==> src/rtl/dda_state_reader_if.sv <==
// Byte-stream output port of the DDA state reader: valid/ready with a start-of-frame marker.
interface dda_state_reader_if;
    logic [7:0] out_data;
    logic       out_valid;
    logic       out_ready;
    logic       frame_sof;

    modport master (output out_data, output out_valid, output frame_sof, input out_ready);
    modport slave  (input out_data, input out_valid, input frame_sof, output out_ready);
endinterface

==> src/rtl/dda_state_reader.sv <==
// Samples DDA state {x,y} on a decimation schedule and streams A5/seq/x/y byte frames.
// Optional trailing CRC-8 byte (poly 0x07) when DDA_READOUT_CRC_EN is defined.
module dda_state_reader #(
    parameter int N       = 16,
    parameter int DECIM_W = 8
) (
    input  logic               clk,
    input  logic               rst,
    input  logic               en,
    input  logic [DECIM_W-1:0] decim,
    input  logic [N-1:0]       x,
    input  logic [N-1:0]       y,
    dda_state_reader_if.master o,
    output logic               busy,
    output logic               overrun
);
    localparam int NB  = N / 8;
    localparam int FB  = 2 + 2 * NB;
    localparam int SRW = 8 * FB;
    localparam int IW  = $clog2(FB + 1);

    localparam logic [1:0] ST_IDLE = 2'd0;
    localparam logic [1:0] ST_SEND = 2'd1;
`ifdef DDA_READOUT_CRC_EN
    localparam logic [1:0] ST_CRC  = 2'd2;
`endif

    logic [1:0]         state_q, state_d;
    logic [DECIM_W-1:0] dcnt_q, dcnt_d;
    logic [IW-1:0]      idx_q, idx_d;
    logic [SRW-1:0]     sr_q, sr_d;
    logic [7:0]         seq_q, seq_d;
    logic               overrun_q, overrun_d;
    logic               trig, hs, last_byte, frame_end, accept;

`ifdef DDA_READOUT_CRC_EN
    logic [7:0] crc_q, crc_d;

    function automatic logic [7:0] crc8_byte(input logic [7:0] c, input logic [7:0] d);
        logic [7:0] r;
        r = c ^ d;
        for (int i = 0; i < 8; i++)
            r = r[7] ? ((r << 1) ^ 8'h07) : (r << 1);
        return r;
    endfunction
`endif

    assign o.out_valid = (state_q != ST_IDLE);
    assign o.frame_sof = o.out_valid && (idx_q == '0);
    assign busy        = (state_q != ST_IDLE);
    assign overrun     = overrun_q;

    // The CRC byte is not held in the shift register; it is muxed in from the CRC register.
`ifdef DDA_READOUT_CRC_EN
    assign o.out_data = (state_q == ST_CRC) ? crc_q : sr_q[SRW-1 -: 8];
`else
    assign o.out_data = sr_q[SRW-1 -: 8];
`endif

    always_comb begin
        trig      = en && (dcnt_q == decim);
        hs        = o.out_valid && o.out_ready;
        last_byte = (state_q == ST_SEND) && (idx_q == IW'(FB - 1));
`ifdef DDA_READOUT_CRC_EN
        frame_end = hs && (state_q == ST_CRC);
`else
        frame_end = hs && last_byte;
`endif
        accept    = trig && ((state_q == ST_IDLE) || frame_end);
    end

    always_comb begin
        dcnt_d    = dcnt_q;
        state_d   = state_q;
        idx_d     = idx_q;
        sr_d      = sr_q;
        seq_d     = seq_q;
        overrun_d = overrun_q | (trig & ~accept);
`ifdef DDA_READOUT_CRC_EN
        crc_d     = crc_q;
`endif

        // decim is compared live; lowering it below dcnt lets the counter run to wrap
        if (en)
            dcnt_d = trig ? '0 : dcnt_q + 1'b1;

        case (state_q)
            ST_SEND: begin
                if (hs) begin
                    sr_d  = sr_q << 8;
                    idx_d = idx_q + 1'b1;
`ifdef DDA_READOUT_CRC_EN
                    crc_d = crc8_byte(crc_q, sr_q[SRW-1 -: 8]);
                    if (last_byte)
                        state_d = ST_CRC;
`else
                    if (last_byte)
                        state_d = ST_IDLE;
`endif
                end
            end
`ifdef DDA_READOUT_CRC_EN
            ST_CRC: begin
                if (hs)
                    state_d = ST_IDLE;
            end
`endif
            default: ;
        endcase

        // A capture on the final handshake overrides the return to IDLE: no gap between frames
        if (accept) begin
            sr_d    = {8'hA5, seq_q, x, y};
            idx_d   = '0;
            state_d = ST_SEND;
            seq_d   = seq_q + 8'd1;
`ifdef DDA_READOUT_CRC_EN
            crc_d   = 8'h00;
`endif
        end
    end

    always_ff @(posedge clk) begin
        if (rst) begin
            state_q   <= ST_IDLE;
            dcnt_q    <= '0;
            idx_q     <= '0;
            sr_q      <= '0;
            seq_q     <= 8'h00;
            overrun_q <= 1'b0;
`ifdef DDA_READOUT_CRC_EN
            crc_q     <= 8'h00;
`endif
        end else begin
            state_q   <= state_d;
            dcnt_q    <= dcnt_d;
            idx_q     <= idx_d;
            sr_q      <= sr_d;
            seq_q     <= seq_d;
            overrun_q <= overrun_d;
`ifdef DDA_READOUT_CRC_EN
            crc_q     <= crc_d;
`endif
        end
    end
endmodule

==> src/flat_wrapper.sv <==
// flat-port wrapper written by rule: the top's interface ports become plain ports
module dda_state_reader_flat 
#(
    parameter int N       = 16,
    parameter int DECIM_W = 8
)
  (clk, rst, en, decim, x, y, busy, overrun, o_out_data, o_out_valid, o_frame_sof, o_out_ready);
  dda_state_reader_if o_i ();
  input  logic clk;
  input  logic rst;
  input  logic en;
  input  logic [DECIM_W-1:0] decim;
  input  logic [N-1:0] x;
  input  logic [N-1:0] y;
  output logic busy;
  output logic overrun;
  output wire logic [$bits(o_i.out_data)-1:0] o_out_data;
  output wire logic [$bits(o_i.out_valid)-1:0] o_out_valid;
  output wire logic [$bits(o_i.frame_sof)-1:0] o_frame_sof;
  input wire logic [$bits(o_i.out_ready)-1:0] o_out_ready;
  assign o_out_data = o_i.out_data;
  assign o_out_valid = o_i.out_valid;
  assign o_frame_sof = o_i.frame_sof;
  assign o_i.out_ready = o_out_ready;
  dda_state_reader #(.N(N), .DECIM_W(DECIM_W)) u_core (.clk(clk), .rst(rst), .en(en), .decim(decim), .x(x), .y(y), .o(o_i), .busy(busy), .overrun(overrun));
endmodule
==> config.mk <==
export PLATFORM = sky130hd
export DESIGN_NAME = dda_state_reader_flat
export DESIGN_NICKNAME = d
export VERILOG_FILES = /design/src/rtl/dda_state_reader_if.sv /design/src/rtl/dda_state_reader.sv /design/src/flat_wrapper.sv
export SDC_FILE = /design/constraint.sdc
export NUM_CORES = 1
export LEC_CHECK = 0
export BUFFER_PORTS_ARGS = -buffer_cell sky130_fd_sc_hd__buf_2
export CAP_MARGIN = 20
export CORE_ASPECT_RATIO = 0.8
export CORE_MARGIN = 4
export CORE_UTILIZATION = 40
export CTS_CLUSTER_DIAMETER = 30
export DETAILED_ROUTE_END_ITERATION = 8
export GPL_TIMING_DRIVEN = 0
export PLACE_DENSITY_LB_ADDON = 0.08
export SLEW_MARGIN = 20
export SYNTH_ARGS = -nofsm -noshare
export SYNTH_HDL_FRONTEND = slang
export SYNTH_SLANG_ARGS = --single-unit
export TNS_END_PERCENT = 30
==> constraint.sdc <==
create_clock -name clk -period 3.6 [get_ports clk]
set_input_delay 0.18 -clock clk [delete_from_list [all_inputs] [get_ports clk]]
set_output_delay 0.18 -clock clk [all_outputs]
set_load 0.005 [all_outputs]
**Word-level counts from Yosys, hierarchy flattened**

Cells that the tools add are included.

- Flip-flop bits (word level): 69
- Bits of input ports: 44
- Output and inout port bits: 12
- Word-level logic and storage cells: 39

- $add $sub $neg: 3
- Equality and inequality tests: 2
- Muxes and demuxes: 8
- Bitwise logic cells: 3
- Reductions and logical operators: 16

Operator list:

| kind | number |
|---|---|
| $mux W48 | 3 |
| $add A8 B1 Y8 const B | 2 |
| $eq A8 B8 Y1 | 1 |
| $mux W8 | 1 |
| $logic_and A1 B1 Y1 | 6 |
| $reduce_bool A2 Y1 | 3 |
| $mux W1 | 4 |
| $reduce_and A2 Y1 | 2 |
| $add A3 B1 Y3 const B | 1 |
| $eq A3 B3 Y1 const B | 1 |
| $logic_not A3 Y1 | 1 |
| $reduce_and A3 Y1 | 1 |
| $logic_not A2 Y1 | 1 |
| $reduce_or A2 Y1 | 1 |
| $and A1 B1 Y1 | 1 |
| $logic_or A1 B1 Y1 | 1 |
| $not A1 Y1 | 1 |
| $or A1 B1 Y1 | 1 |

**Depth between registers and ports, before layout**

- Word-level depth: 8
- Gate-level depth with buffers: 9
- Mapped depth without buffers: 7

**Least setup slack after synthesis**

Ideal clock, no wire load.

- Path kind: reg-to-reg
- Start: reg u_core.dcnt_q[0]
- End: reg u_core.sr_q[47]
- Arrival time: 1669 ps
- Data required time: 3472 ps
- Slack: 1804 ps
- Cell stages (with the launch flop): 8
- Path through: dfxtp_1 xnor2_1 nand3_2 o41a_1 buf_6 buf_6 a221oi_1 nor2_1

- Longest elaborated chain between the ends: 5
- Elaborated cells between the ends (all ways): 7
- Classes of those cells: eq/ne: 1; mux: 1; reduce/logical: 5

Ends and longest elaborated chain:

| element | line | source |
|---|---|---|
| from (decl) | dda_state_reader.sv:29 | `logic [DECIM_W-1:0] dcnt_q, dcnt_d;` |
| from (signal assigned) | dda_state_reader.sv:136 | `dcnt_q <= dcnt_d;` |
| $eq A8 B8 Y1 * | dda_state_reader.sv:61 | `trig = en && (dcnt_q == decim);` |
| $logic_and A1 B1 Y1 * | dda_state_reader.sv:61 |  |
| $logic_and A1 B1 Y1 * | dda_state_reader.sv:69 | `accept = trig && ((state_q == ST_IDLE) \|\| frame_end);` |
| $reduce_bool A2 Y1 (no source line) | - |  |
| $reduce_and A2 Y1 (no source line) | - |  |
| to (signal assigned) | dda_state_reader.sv:138 | `sr_q <= sr_d;` |
| to (decl) | dda_state_reader.sv:31 | `logic [SRW-1:0] sr_q, sr_d;` |

Every way passes the cells marked *; elsewhere a longest branch is shown, timed or not.
A chain may end at the register's enable or synchronous reset.

**Worst setup path in the final report**

- Start: reg u_core.dcnt_q[2]
- End: reg u_core.sr_q[26]

Same word-level chain as after synthesis.

==> Flow_metrics.wiki <==
{| class="wikitable"
! Metric !! Value
|-
| X dimension of the die || 108 um
|-
| Clock Path Buffers || 2
|-
| Signal arrival time at the worst endpoint || 2320 ps
|-
| First element of the critical path || u_core.dcnt_q[2]$_SDFFE_PP0P_
|-
| Required @ worst endpoint || 3850 ps
|-
| Final setup TNS || 0 ps
|-
| Clock-pin slew on the worst setup and hold paths || 70 ps
|-
| Multiplexer share of the synthesized area || 0.00355
|-
| Violation count after the first detailed-routing iteration || 141
|-
| DR pass1 iterations || 4
|-
| Final number of setup-violating endpoints || 0
|-
| Number of warning messages in the yosys log || 0
|-
| Worst-Skew Late Latency || 340 ps
|-
| CP Capture Type || register
|-
| Adder-cell share of the synthesized area || 0.0197
|-
| Power density over the cells || 394 nW/um2
|-
| WL final || 8310 um
|-
| Core area || 7570 um2
|-
| Ratio of final minimum period to clock period || 0.576
|-
| Total number of vias || 2858
|-
| Critical path start-end classification || reg -> reg
|-
| Final min period || 2070 ps
|-
| Number of sinks on the clock net || 69
|-
| Placed insts || 530
|-
| Post-layout instance area || 3770 um2
|-
| Overall Power || 0.00149 W
|-
| Final clock skew || 8.62 ps
|-
| FF-to-FF Start || u_core.dcnt_q[2]$_SDFFE_PP0P_
|-
| Residual antenna-violating net count after detailed routing || 0
|-
| Area occupied by registers || 1380 um2
|-
| Multi-input combinational cell area || 1560 um2
|-
| Hold Path Class || in -> reg
|-
| Total leakage power || 1.42 nW
|-
| Highest attainable clock frequency || 482 MHz
|-
| Seq/Total Area, Yosys || 0.435
|-
| Global router's overall resource usage || 0.187
|-
| Synthesized-area fraction occupied by ao, oa, aoi and oai cells || 0.209
|-
| Post-synthesis cell count || 371
|-
| Worst setup path end || u_core.sr_q[26]$_SDFFE_PP0P_
|-
| Maximum vdd ir drop || 0.182 mV
|-
| Synthesized area per cell || 8.56 um2
|-
| Max-slew headroom at the worst pin || 0.594
|-
| Gates resized, CTS repair || 0
|-
| Max Transition Viols Final || 0
|-
| CTS Root Cell || clkbuf_8
|-
| Vias in the first global route || 2758
|-
| Status || complete, no violations
|-
| Proportion of layout cells with a drive suffix above 1 || 0.221
|-
| Largest fanout of any net on the critical path || 10
|-
| Congestion Overflow GR || 0
|-
| Synthesized cell area || 3170 um2
|-
| FF-to-FF setup slack || 1530 ps
|-
| Standard cell area after detailed placement || 3580 um2
|-
| Most common library cell in the layout ignoring fill and taps || dfxtp_1
|-
| Commonest cells after routing, fill and taps aside || 69 x dfxtp_1, 65 x buf_2, 55 x nor2_1
|-
| Post-DP HPWL || 6050 um
|-
| Parity-gate share of the synthesized area counting xor and xnor cells || 0.0469
|-
| Synthesized Nets || 420
|-
| Number of filler cells placed in the layout || 788
|-
| Wire length of the first global-routing pass || 13900 um
|-
| Transition time at the pin with the least slew margin || 609 ps
|-
| RePlAce Congestion || 0.813
|-
| Type of origin of the critical path || register
|-
| Vert. Die Dim || 87.7 um
|-
| Clock tree from TritonCTS || done
|-
| FF+latch count, synth || 69
|-
| Critical register-to-register path endpoint || u_core.sr_q[26]$_SDFFE_PP0P_
|-
| Count of antenna diodes in the layout || 0
|-
| Combinational family with the most area after synthesis || simple AND/OR/NAND/NOR gates
|-
| Post-CTS Setup Bufs || 0
|-
| Post-DR vias/cell || 5.25
|-
| Wire per inst || 15.3 um
|-
| Area of the die || 9430 um2
|-
| Maximum number of pins on one net before global-route repair || 11
|-
| Number of antenna violations at the first check in global routing || 0
|-
| Initial Util || 0.419
|-
| Count of maximum capacitance violations || 0
|-
| Clock buffer count from CTS || 9
|-
| R2R cell count || 6
|-
| Non-filler instance count after layout || 544
|-
| Unrepaired setup endpoints after global routing || no
|-
| Area added between synthesis and finish || 18.9%
|-
| Number of rows in the core area || 28
|-
| DRC errors left || 0
|-
| Input/output buffers || 54
|-
| Final #Nets || 485
|-
| Area share of and/or/nand/nor cells after synthesis || 0.213
|-
| Final core utilization || 0.499
|-
| Final hold vios || 0
|-
| H-Tree Depth || 3
|-
| CTS hold repair buffers || 0
|-
| Top Ports || 56
|-
| Number of distinct library cell variants in the gate-level netlist after synthesis || 34
|}
[cells by family after synthesis]
kind of cell,Yosys count
xor+xnor,17
fa+ha+maj,5
mux,1
simple gates,140
compound gates,98
flops,69
buf+inv,41
[routing by layer]
layer / vias to the layer above / GRT usage / share of wire
met5: - / 0 / 0
met4: 0 / 0.0573 / 0.013
met3: 12 / 0.0450 / 0.049
met2: 68 / 0.262 / 0.41
met1: 1329 / 0.282 / 0.53
li1: 1449 / - / -
[synth_stat cells]
library cell  count  area (um2)
a211oi_1         32         240
a21o_1            1        7.51
a21oi_1          46         230
a221oi_1          2        17.5
a221oi_2          2        30.0
a22oi_1           8        60.1
a41oi_1           1        8.76
and2_1            3        18.8
and3_1            2        12.5
and3b_1           1        8.76
and4_1            2        17.5
buf_2            11        55.1
buf_4            11        82.6
buf_6             3        33.8
clkbuf_1         13        48.8
dfxtp_1          69        1380
ha_1              5        62.6
inv_1             3        11.3
mux2_1            1        11.3
nand2_1          19        71.3
nand2b_1          4        25.0
nand3_1          38         190
nand3_2           1        10.0
nand3b_1          1        7.51
nand4_1           8        50.1
nor2_1           55         206
nor2b_1           1        6.26
nor4_4            1        21.3
o31ai_1           4        30.0
o41a_1            1        11.3
o41ai_4           1        27.5
or4_1             4        30.0
xnor2_1          11        96.3
xor2_1            6        52.6
[worst max-delay path, stage by stage, from the launching register on]
cell and delay, ps:
dfxtp_1 360, xnor2_1 260, nand4_1 290, o41ai_4 480, buf_2 320, nor2_1 60
a211oi_1 220
[registers in the layout, indices dropped and copies added (netlist names)]
name	count
u_core.sr_q	48
u_core.dcnt_q	8
u_core.seq_q	8
u_core.idx_q	3
u_core.overrun	1
u_core.state_q	1
[final cells by class]
type | count | share of cell area
clock buffers | 13 | 0.0447
repair buffers | 54 | 0.0716
clock inverters | 1 | 0.00795
multi-input cells | 261 | 0.414
inverters | 3 | 0.00298
plain buffers | 38 | 0.0583
well taps | 105 | 0.0348
flip-flops and latches | 69 | 0.366
[worst min-delay path by stage]
stage	start	to	slack, ps	cells past startpoint
6_report	y[1]	u_core.sr_q[1]$_SDFFE_PP0P_	80	3
5_1_grt	y[2]	u_core.sr_q[2]$_SDFFE_PP0P_	70	3
4_1_cts	y[1]	u_core.sr_q[1]$_SDFFE_PP0P_	70	3
3_5_place_dp	y[1]	u_core.sr_q[1]$_SDFFE_PP0P_	430	3
3_3_place_gp	y[2]	u_core.sr_q[2]$_SDFFE_PP0P_	420	3
2_1_floorplan	y[0]	u_core.sr_q[0]$_SDFFE_PP0P_	330	2
[report_power, final]
group           total, W  switching (W)  internal, W
sequential      0.000771     0.00000396     0.000767
combinational  0.0000678      0.0000378    0.0000300
clock           0.000647       0.000277     0.000370
total            0.00149       0.000319      0.00117
[stage by stage]
step | hold WS (ps) | worst slack, ps
floorplan | 328 | 1800
global placement | 417 | 1580
detailed placement | 427 | 1550
CTS | 69.6 | 1530
global route | 69.7 | 1340
finish | 78.2 | 1530
Note: power is estimated with default switching activity, not from simulation.
